[src/rtl/bht_btb_predictor.sv]
// Direct-mapped tagged BTB with per-entry saturating direction counters.
// Combinational lookup from the IF1 PC; training and mispredict statistics come from EX.
module bht_btb_predictor #(
  parameter int WORD     = 32,
  parameter int ENTRIES  = 64,
  parameter int IDX_BITS = $clog2(ENTRIES),
  parameter int TAG_BITS = 8,
  parameter int CNT_BITS = 2
) (
  input  logic            clk,
  input  logic            rst,
  input  logic            flush,
  input  logic [WORD-1:0] lookup_pc,
  output logic            pred_hit,
  output logic            pred_taken,
  output logic [WORD-1:0] pred_target,
  input  logic            upd_valid,
  input  logic [WORD-1:0] upd_pc,
  input  logic            upd_taken,
  input  logic [WORD-1:0] upd_target,
  input  logic            upd_mispredict,
  output logic [31:0]     mispredict_cnt
);

  localparam int unsigned WT_INT = 1 << (CNT_BITS - 1);
  localparam logic [CNT_BITS-1:0] CNT_MAX = '1;
  localparam logic [CNT_BITS-1:0] CNT_WT  = CNT_BITS'(WT_INT);
  localparam logic [CNT_BITS-1:0] CNT_WNT = CNT_BITS'(WT_INT - 1);
  localparam logic [CNT_BITS-1:0] CNT_ONE = CNT_BITS'(1);
  localparam int TAG_LO = IDX_BITS + 2;
  localparam int TAG_HI = IDX_BITS + TAG_BITS + 1;

  logic [ENTRIES-1:0]  valid_q;
  logic [TAG_BITS-1:0] tag_q [ENTRIES];
  logic [WORD-3:0]     tgt_q [ENTRIES];
  logic [CNT_BITS-1:0] cnt_q [ENTRIES];
  logic [31:0]         mis_cnt_q;

  logic [IDX_BITS-1:0] lk_idx;
  logic [TAG_BITS-1:0] lk_tag;
  logic [IDX_BITS-1:0] up_idx;
  logic [TAG_BITS-1:0] up_tag;
  logic                up_hit;
  logic [CNT_BITS-1:0] up_cnt;
  logic                unused_bits;

  assign lk_idx = lookup_pc[IDX_BITS+1:2];
  assign lk_tag = lookup_pc[TAG_HI:TAG_LO];
  assign up_idx = upd_pc[IDX_BITS+1:2];
  assign up_tag = upd_pc[TAG_HI:TAG_LO];
  assign unused_bits = ^{upd_pc[WORD-1:TAG_HI+1], upd_pc[1:0], upd_target[1:0]};

  // Lookup reads registered state only, so a same-cycle update is seen next cycle.
  always_comb begin
    pred_hit    = valid_q[lk_idx] && (tag_q[lk_idx] == lk_tag);
    pred_taken  = pred_hit && cnt_q[lk_idx][CNT_BITS-1];
    pred_target = pred_taken ? {tgt_q[lk_idx], 2'b00} : (lookup_pc + WORD'(4));
  end

  always_comb begin
    up_hit = valid_q[up_idx] && (tag_q[up_idx] == up_tag);
    up_cnt = cnt_q[up_idx];
  end

  // upd_valid is a one-cycle strobe with no back-pressure: the update is consumed
  // on the rising edge where it is high, unless flush or reset takes precedence.
  always_ff @(posedge clk or negedge rst) begin
    if (!rst) begin
      valid_q <= '0;
      for (int i = 0; i < ENTRIES; i++) begin
        tag_q[i] <= '0;
        tgt_q[i] <= '0;
        cnt_q[i] <= CNT_WNT;
      end
    end else if (flush) begin
      valid_q <= '0;
      for (int i = 0; i < ENTRIES; i++) begin
        cnt_q[i] <= CNT_WNT;
      end
    end else if (upd_valid) begin
      if (up_hit) begin
        if (upd_taken) begin
          cnt_q[up_idx] <= (up_cnt == CNT_MAX) ? up_cnt : up_cnt + CNT_ONE;
          tgt_q[up_idx] <= upd_target[WORD-1:2];
        end else begin
          cnt_q[up_idx] <= (up_cnt == '0) ? up_cnt : up_cnt - CNT_ONE;
        end
      end else if (upd_taken) begin
        valid_q[up_idx] <= 1'b1;
        tag_q[up_idx]   <= up_tag;
        tgt_q[up_idx]   <= upd_target[WORD-1:2];
        cnt_q[up_idx]   <= CNT_WT;
      end
    end
  end

  // The statistic is independent of the table and survives flush.
  always_ff @(posedge clk or negedge rst) begin
    if (!rst) begin
      mis_cnt_q <= '0;
    end else if (upd_valid && upd_mispredict && (mis_cnt_q != 32'hFFFF_FFFF)) begin
      mis_cnt_q <= mis_cnt_q + 32'd1;
    end
  end

  assign mispredict_cnt = mis_cnt_q;

endmodule

[config.mk]
export PLATFORM = sky130hd
export DESIGN_NAME = bht_btb_predictor
export DESIGN_NICKNAME = d
export VERILOG_FILES = /design/src/rtl/bht_btb_predictor.sv
export SDC_FILE = /design/constraint.sdc
export NUM_CORES = 2
export LEC_CHECK = 0
export CORE_MARGIN = 5
export CORE_UTILIZATION = 55
export CTS_CLUSTER_DIAMETER = 120
export CTS_CLUSTER_SIZE = 14
export DETAILED_ROUTE_END_ITERATION = 8
export DONT_BUFFER_PORTS = 1
export GPL_ROUTABILITY_DRIVEN = 0
export PLACE_DENSITY = 0.7
export SETUP_SLACK_MARGIN = 0.3
export SLEW_MARGIN = 15
export SYNTH_ARGS = -nofsm -noshare
export SYNTH_HDL_FRONTEND = slang
export SYNTH_SLANG_ARGS = --single-unit
[constraint.sdc]
create_clock -name clk -period 8.07 [get_ports clk]
set_input_delay 0.807 -clock clk [delete_from_list [all_inputs] [get_ports clk]]
set_output_delay 0.807 -clock clk [all_outputs]
set_load 0.01 [all_outputs]
---- Word level (Yosys, flattened, before mapping) ----
Cells that the tools add are included.
cells by class
  $add $sub $neg .......................... 4
  $lt $le $gt $ge ......................... 6
  eq/ne operators ......................... 5
  muxes and demuxes ....................... 43
  bitwise logic cells ..................... 8
  reductions and logical operators ........ 15
operators by type and width
  kind                                                                  count
  1920-bit bitwise mux                                                  1
  128-bit two-way mux                                                   5
  512-bit bitwise mux                                                   1
  128-bit bitwise mux                                                   2
  64-bit two-way mux                                                    4
  30-bit binary-select mux with 6-bit select                            1
  30-bit demux with 6-bit select                                        1
  64-bit bitwise OR                                                     2
  8-bit binary-select mux with 6-bit select                             2
  30-bit two-way mux                                                    3
  64-bit AND                                                            1
  64-bit NOT                                                            1
  8-bit demux with 6-bit select                                         1
  8-bit two-way mux                                                     5
  32-bit by 1-bit adder with 32-bit output, second input constant       1
  32-bit by 3-bit adder with 32-bit output, second input constant       1
  32-bit two-way mux                                                    1
  32-bit != test, second input constant                                 1
  2-bit binary-select mux with 6-bit select                             2
  8-bit equality test                                                   2
  7-bit >= comparator, second input constant                            2
  6-bit by 7-bit < comparator with 1-bit output, second input constant  2
  2-bit two-way mux                                                     7
  6-bit NOT with 7-bit output                                           2
  other kinds (18)                                                      30
storage, ports and cells
  register bits after elaboration ......... 2656
  input port bits ......................... 102
  output and inout bits ................... 66

---- Longest topological paths before layout ----
  depth in word-level cells ............... 11
  depth in mapped cells ................... 19

---- Least setup slack after synthesis ----
OpenSTA, ideal clock, no wires.
  path kind ............................... in2out
  from .................................... input lookup_pc[2]
  to ...................................... output pred_target[10]
  arrival ................................. 4.767 ns
  required time ........................... 7.263 ns
  slack ................................... 2.496 ns
  stages on the path ...................... 13
  buffers on the path ..................... 5
  cells stage by stage .................... buf_2 buf_1 buf_1 mux4_2 mux4_2 mux2i_1 mux2i_1 xor2_1 nor4b_1 nor4bb_1 clkbuf_1 buf_2 mux2_2
on the way
  longest elaborated chain between the ends .. 8
  elaborated cells between the ends (all ways) .. 17
ends and longest elaborated chain
  item                                                   RTL line    RTL
  from (decl)                                            13          input logic [WORD-1:0] lookup_pc,
  6-bit NOT with 7-bit output (implied by the code)      55, 56, 57
  8-bit binary-select mux with 6-bit select              55          pred_hit = valid_q[lk_idx] && (tag_q[lk_idx] == lk_tag);
  8-bit two-way mux (implied by the code) (2 in series)  55
  8-bit equality test                                    55
  1-bit logical AND                                      55
  1-bit logical AND                                      56          pred_taken = pred_hit && cnt_q[lk_idx][CNT_BITS-1];
  32-bit two-way mux *                                   57          pred_target = pred_taken ? {tgt_q[lk_idx], 2'b00} : (lookup_pc + WORD'(4));
  to (decl)                                              16          output logic [WORD-1:0] pred_target,
Every way passes the cells marked *; elsewhere a longest branch is shown, timed or not. The select of a mux whose other input is x is not followed.

---- Worst setup path after layout ----
  from .................................... input lookup_pc[2]
  to ...................................... output pred_target[13]
Same word-level chain as after synthesis.

==> reports/metrics.cfg <==
[status]
status = finished, violations left
violations = max-slew violations

[setup_path]
slowest_stage = mux4_2
crit_path_end_kind = output port
rrSetupSlack_ns = 3.01
crit_chain = mux4_2, mux4_2, nor2b_1, a211oi_1, a21oi_1, xnor2_1, nand3_1, nor4bb_4, buf_4, mux2_2
worst_path_most_repeated_cell = mux4_2
reg2reg_from = tag_q[154]
cp-start-kind = input pin
worstSetupPathType = input pin to output port
r2r_end = cnt_q[41]
reg2reg_depth = 11
crit_arrival_ns = 5.91
crit_path_max_incr_delay_ns = 1.29
cp.required_ns = 7.26
critPathMaxFanout = 641

[routing]
first_pass_iters = 8
ant_nets = 0
wire_per_inst_um = 32.1
drc_errors = 0
wirelength_um = 351000
num_vias = 75200
initialDrtViolationCount = 7859
vias_per_cell = 6.88

[power_and_ir_drop]
comb_power_share_pct = 7.8
p_int_uw = 19600
ir_worst_vdd_v = 0.000164
seq_power_share_pct = 55.6
p_leak_uw = 0.0620
switchingPower_uw = 6020
pwr_density_cell_nw_per_um2 = 188
clockPowerShare_pct = 36.6
swShare_pct = 23.5
p_total_uw = 25600

[layout]
drive_gt1_share_pct = 51.0
syn2layout_area_growth_pct = 6.14
final_area_um2 = 136000
final_util_pct = 58.6
final_nets = 7949
fillCellCount = 17500

[clock_network]
cts_tree = built
clk_pin_slew_ns = 0.07
cts_buffer_depth = 3
cts_buffers = 208
clk_latency_ns = 0.90
cts_sinks = 2656
ctsRootBufferMaster = clkbuf_16
cts_max_level = 4

[sta]
fmax_mhz = 149
min_period_ns = 6.71
fin_setup_tns_ns = 0
finalClockSkew_ns = 0.0749
hold_violations = 0
tightest_slew_ns = 2.28
relSlewSlack_pct = -52.3
final_max_slew_viol_count = 554
layout_worst_path_cycle_share_pct = 83.2
finalSetupViolations = 0
worst_slack_ns = 1.36
rsz0062_at_grt = no

[global_route]
antenna_found_initial = 25
grt_max_degree = 642
gr-total-overflow = 0
grt_pass1_wl_um = 529000
grt_pass1_vias = 79400
grtUsageTotal_pct = 29.0

[hold_path]
hp-start = flush
hold_depth = 1
holdPathEnd = cnt_q[87]
hp-class = input pin to flip-flop

[logic_synthesis]
synth.distinct_cells = 79
synth_seq_area_share_pct = 51.9
ys.flop_type = dfrtp_1
synth_edf_count = 0
synth_most_common_cell = dfrtp_1
synth_area_per_cell_um2 = 15.3
synth_nets = 8469
yosys.area.top_type = dfrtp_1
ys_async_sr_fraction_pct = 100
netlist_area_um2 = 128000
ys_ff_latch = 2656
synthTopCellsByCount = dfrtp_1, mux2_2, mux4_2
synth_area_leaders = dfrtp_1, mux2_2, mux4_2, clkbuf_1, dfstp_2
synthCells = 8365
yosysTopAreaCellShare_pct = 50.6
yosysWarnings = 0

[die]
die_y_um = 493
rows = 177
die_area_um2 = 243000
die_w_um = 493
core_um2 = 232000
initial_core_util_pct = 55.2
ios = 168

[place]
place_area_um2 = 130000
place_hpwl_um = 198000
pre_cts_ws_ns = 2.31
portBuffers = 0

[flow_run]
drv_cap = 0

## worst max-delay path, delay by kind of cell
family | cells | cell delay [ns]
multiplexers | 3 | 2.32
AND/OR/NAND/NOR | 3 | 0.70
buffers and inverters | 1 | 0.45
AO/OA/AOI/OAI | 2 | 0.35
XOR/XNOR | 1 | 0.20
## registers in the layout (all words and copies together) (netlist names)
register        cells
tag_q             512
cnt_q             128
tgt_q            1920
valid_q            64
mispredict_cnt     32
## power groups by stage
stage	Clock (µW)	Sequential, µW	Combinational, µW
final	9390	14300	2000
after global routing	10100	14300	2120
after CTS	9610	14200	1980
after detailed placement	0	14500	1970
after global placement	0	14400	1910
after floorplan	0	14400	1680
## what timing repair did
item                      4_1_cts  5_1_grt
hold endpoints to repair      114        0
buffers inserted                0        0
hold buffers                    8        0
gates resized for setup         0        0
## placed cells by master, fill, tap and decap left out, drive strengths merged, types with 11 or more instances in the layout
cell    synthesis  layout
a21o           60      60
a21oi          47      47
a221o          12      12
a221oi         25      25
a22o           11      11
a22oi          47      47
and3           16      16
buf           364     141
clkbuf        515     215
dfrtp        2592    2592
dfstp          64      64
diode           0      17
inv            76      81
mux2         2498    2498
mux2i          96      96
mux4          915     915
nand2         158     158
nand2b         13      13
nand3          46      46
nand3b         16      16
nand4          22      22
nor2          103     103
nor2b          22      22
nor3           75      75
nor4          132     132
o211ai         68      68
o21ai          92      92
o22ai          23      23
o32ai          60      60
xnor2          50      50
xor2           25      25
## how the worst max path moves through the flow
stage            startpoint         endpoint  slack [ns]  cells past startpoint
6_report       lookup_pc[2]  pred_target[13]        1.36                     10
5_1_grt        lookup_pc[2]  pred_target[12]        2.07                      9
4_1_cts        lookup_pc[2]  pred_target[10]        2.36                     11
3_5_place_dp   lookup_pc[2]  pred_target[10]        2.31                     11
3_3_place_gp   lookup_pc[2]  pred_target[10]        2.30                      9
2_1_floorplan  lookup_pc[2]  pred_target[10]        2.50                     13
## logic make-up after synthesis
logic type      share of synthesized area, %
fa+ha+maj                             0.0273
xor+xnor                               0.512
buf+inv                                 2.92
flops                                   51.9
compound gates                          2.98
simple gates                            2.87
mux                                     38.8
## final cells by class
| type | instances | area (µm²) | area share (%) |
|---|---|---|---|
| antenna | 17 | 42.5 | 0.0313 |
| sequential | 2656 | 66500 | 48.9 |
| clock inverter | 16 | 317 | 0.233 |
| timing repair buffer | 149 | 1360 | 0.999 |
| tap | 3043 | 3810 | 2.80 |
| clock buffer | 215 | 5250 | 3.86 |
| multi-input combinational | 4754 | 58500 | 43.0 |
| inverter | 76 | 287 | 0.211 |
## through the flow
stage | instances | hold slack [ns]
3_5_place_dp | 10700 | 0.484
4_1_cts | 10900 | 0.0000545
6_report | 10900 | 0.0680
5_1_grt | 10900 | 0.0210
2_1_floorplan | 8365 | 0.461
3_3_place_gp | 10700 | 0.473
## metal layers
| metal | routed length (µm) | GRT usage, % |
|---|---|---|
| met1 | 147000 | 41.0 |
| met4 | 13600 | 10.1 |
| met5 | 40 | 0 |
| met3 | 29800 | 7.60 |
| met2 | 161000 | 44.2 |
Power figures use the tool's default switching activity.
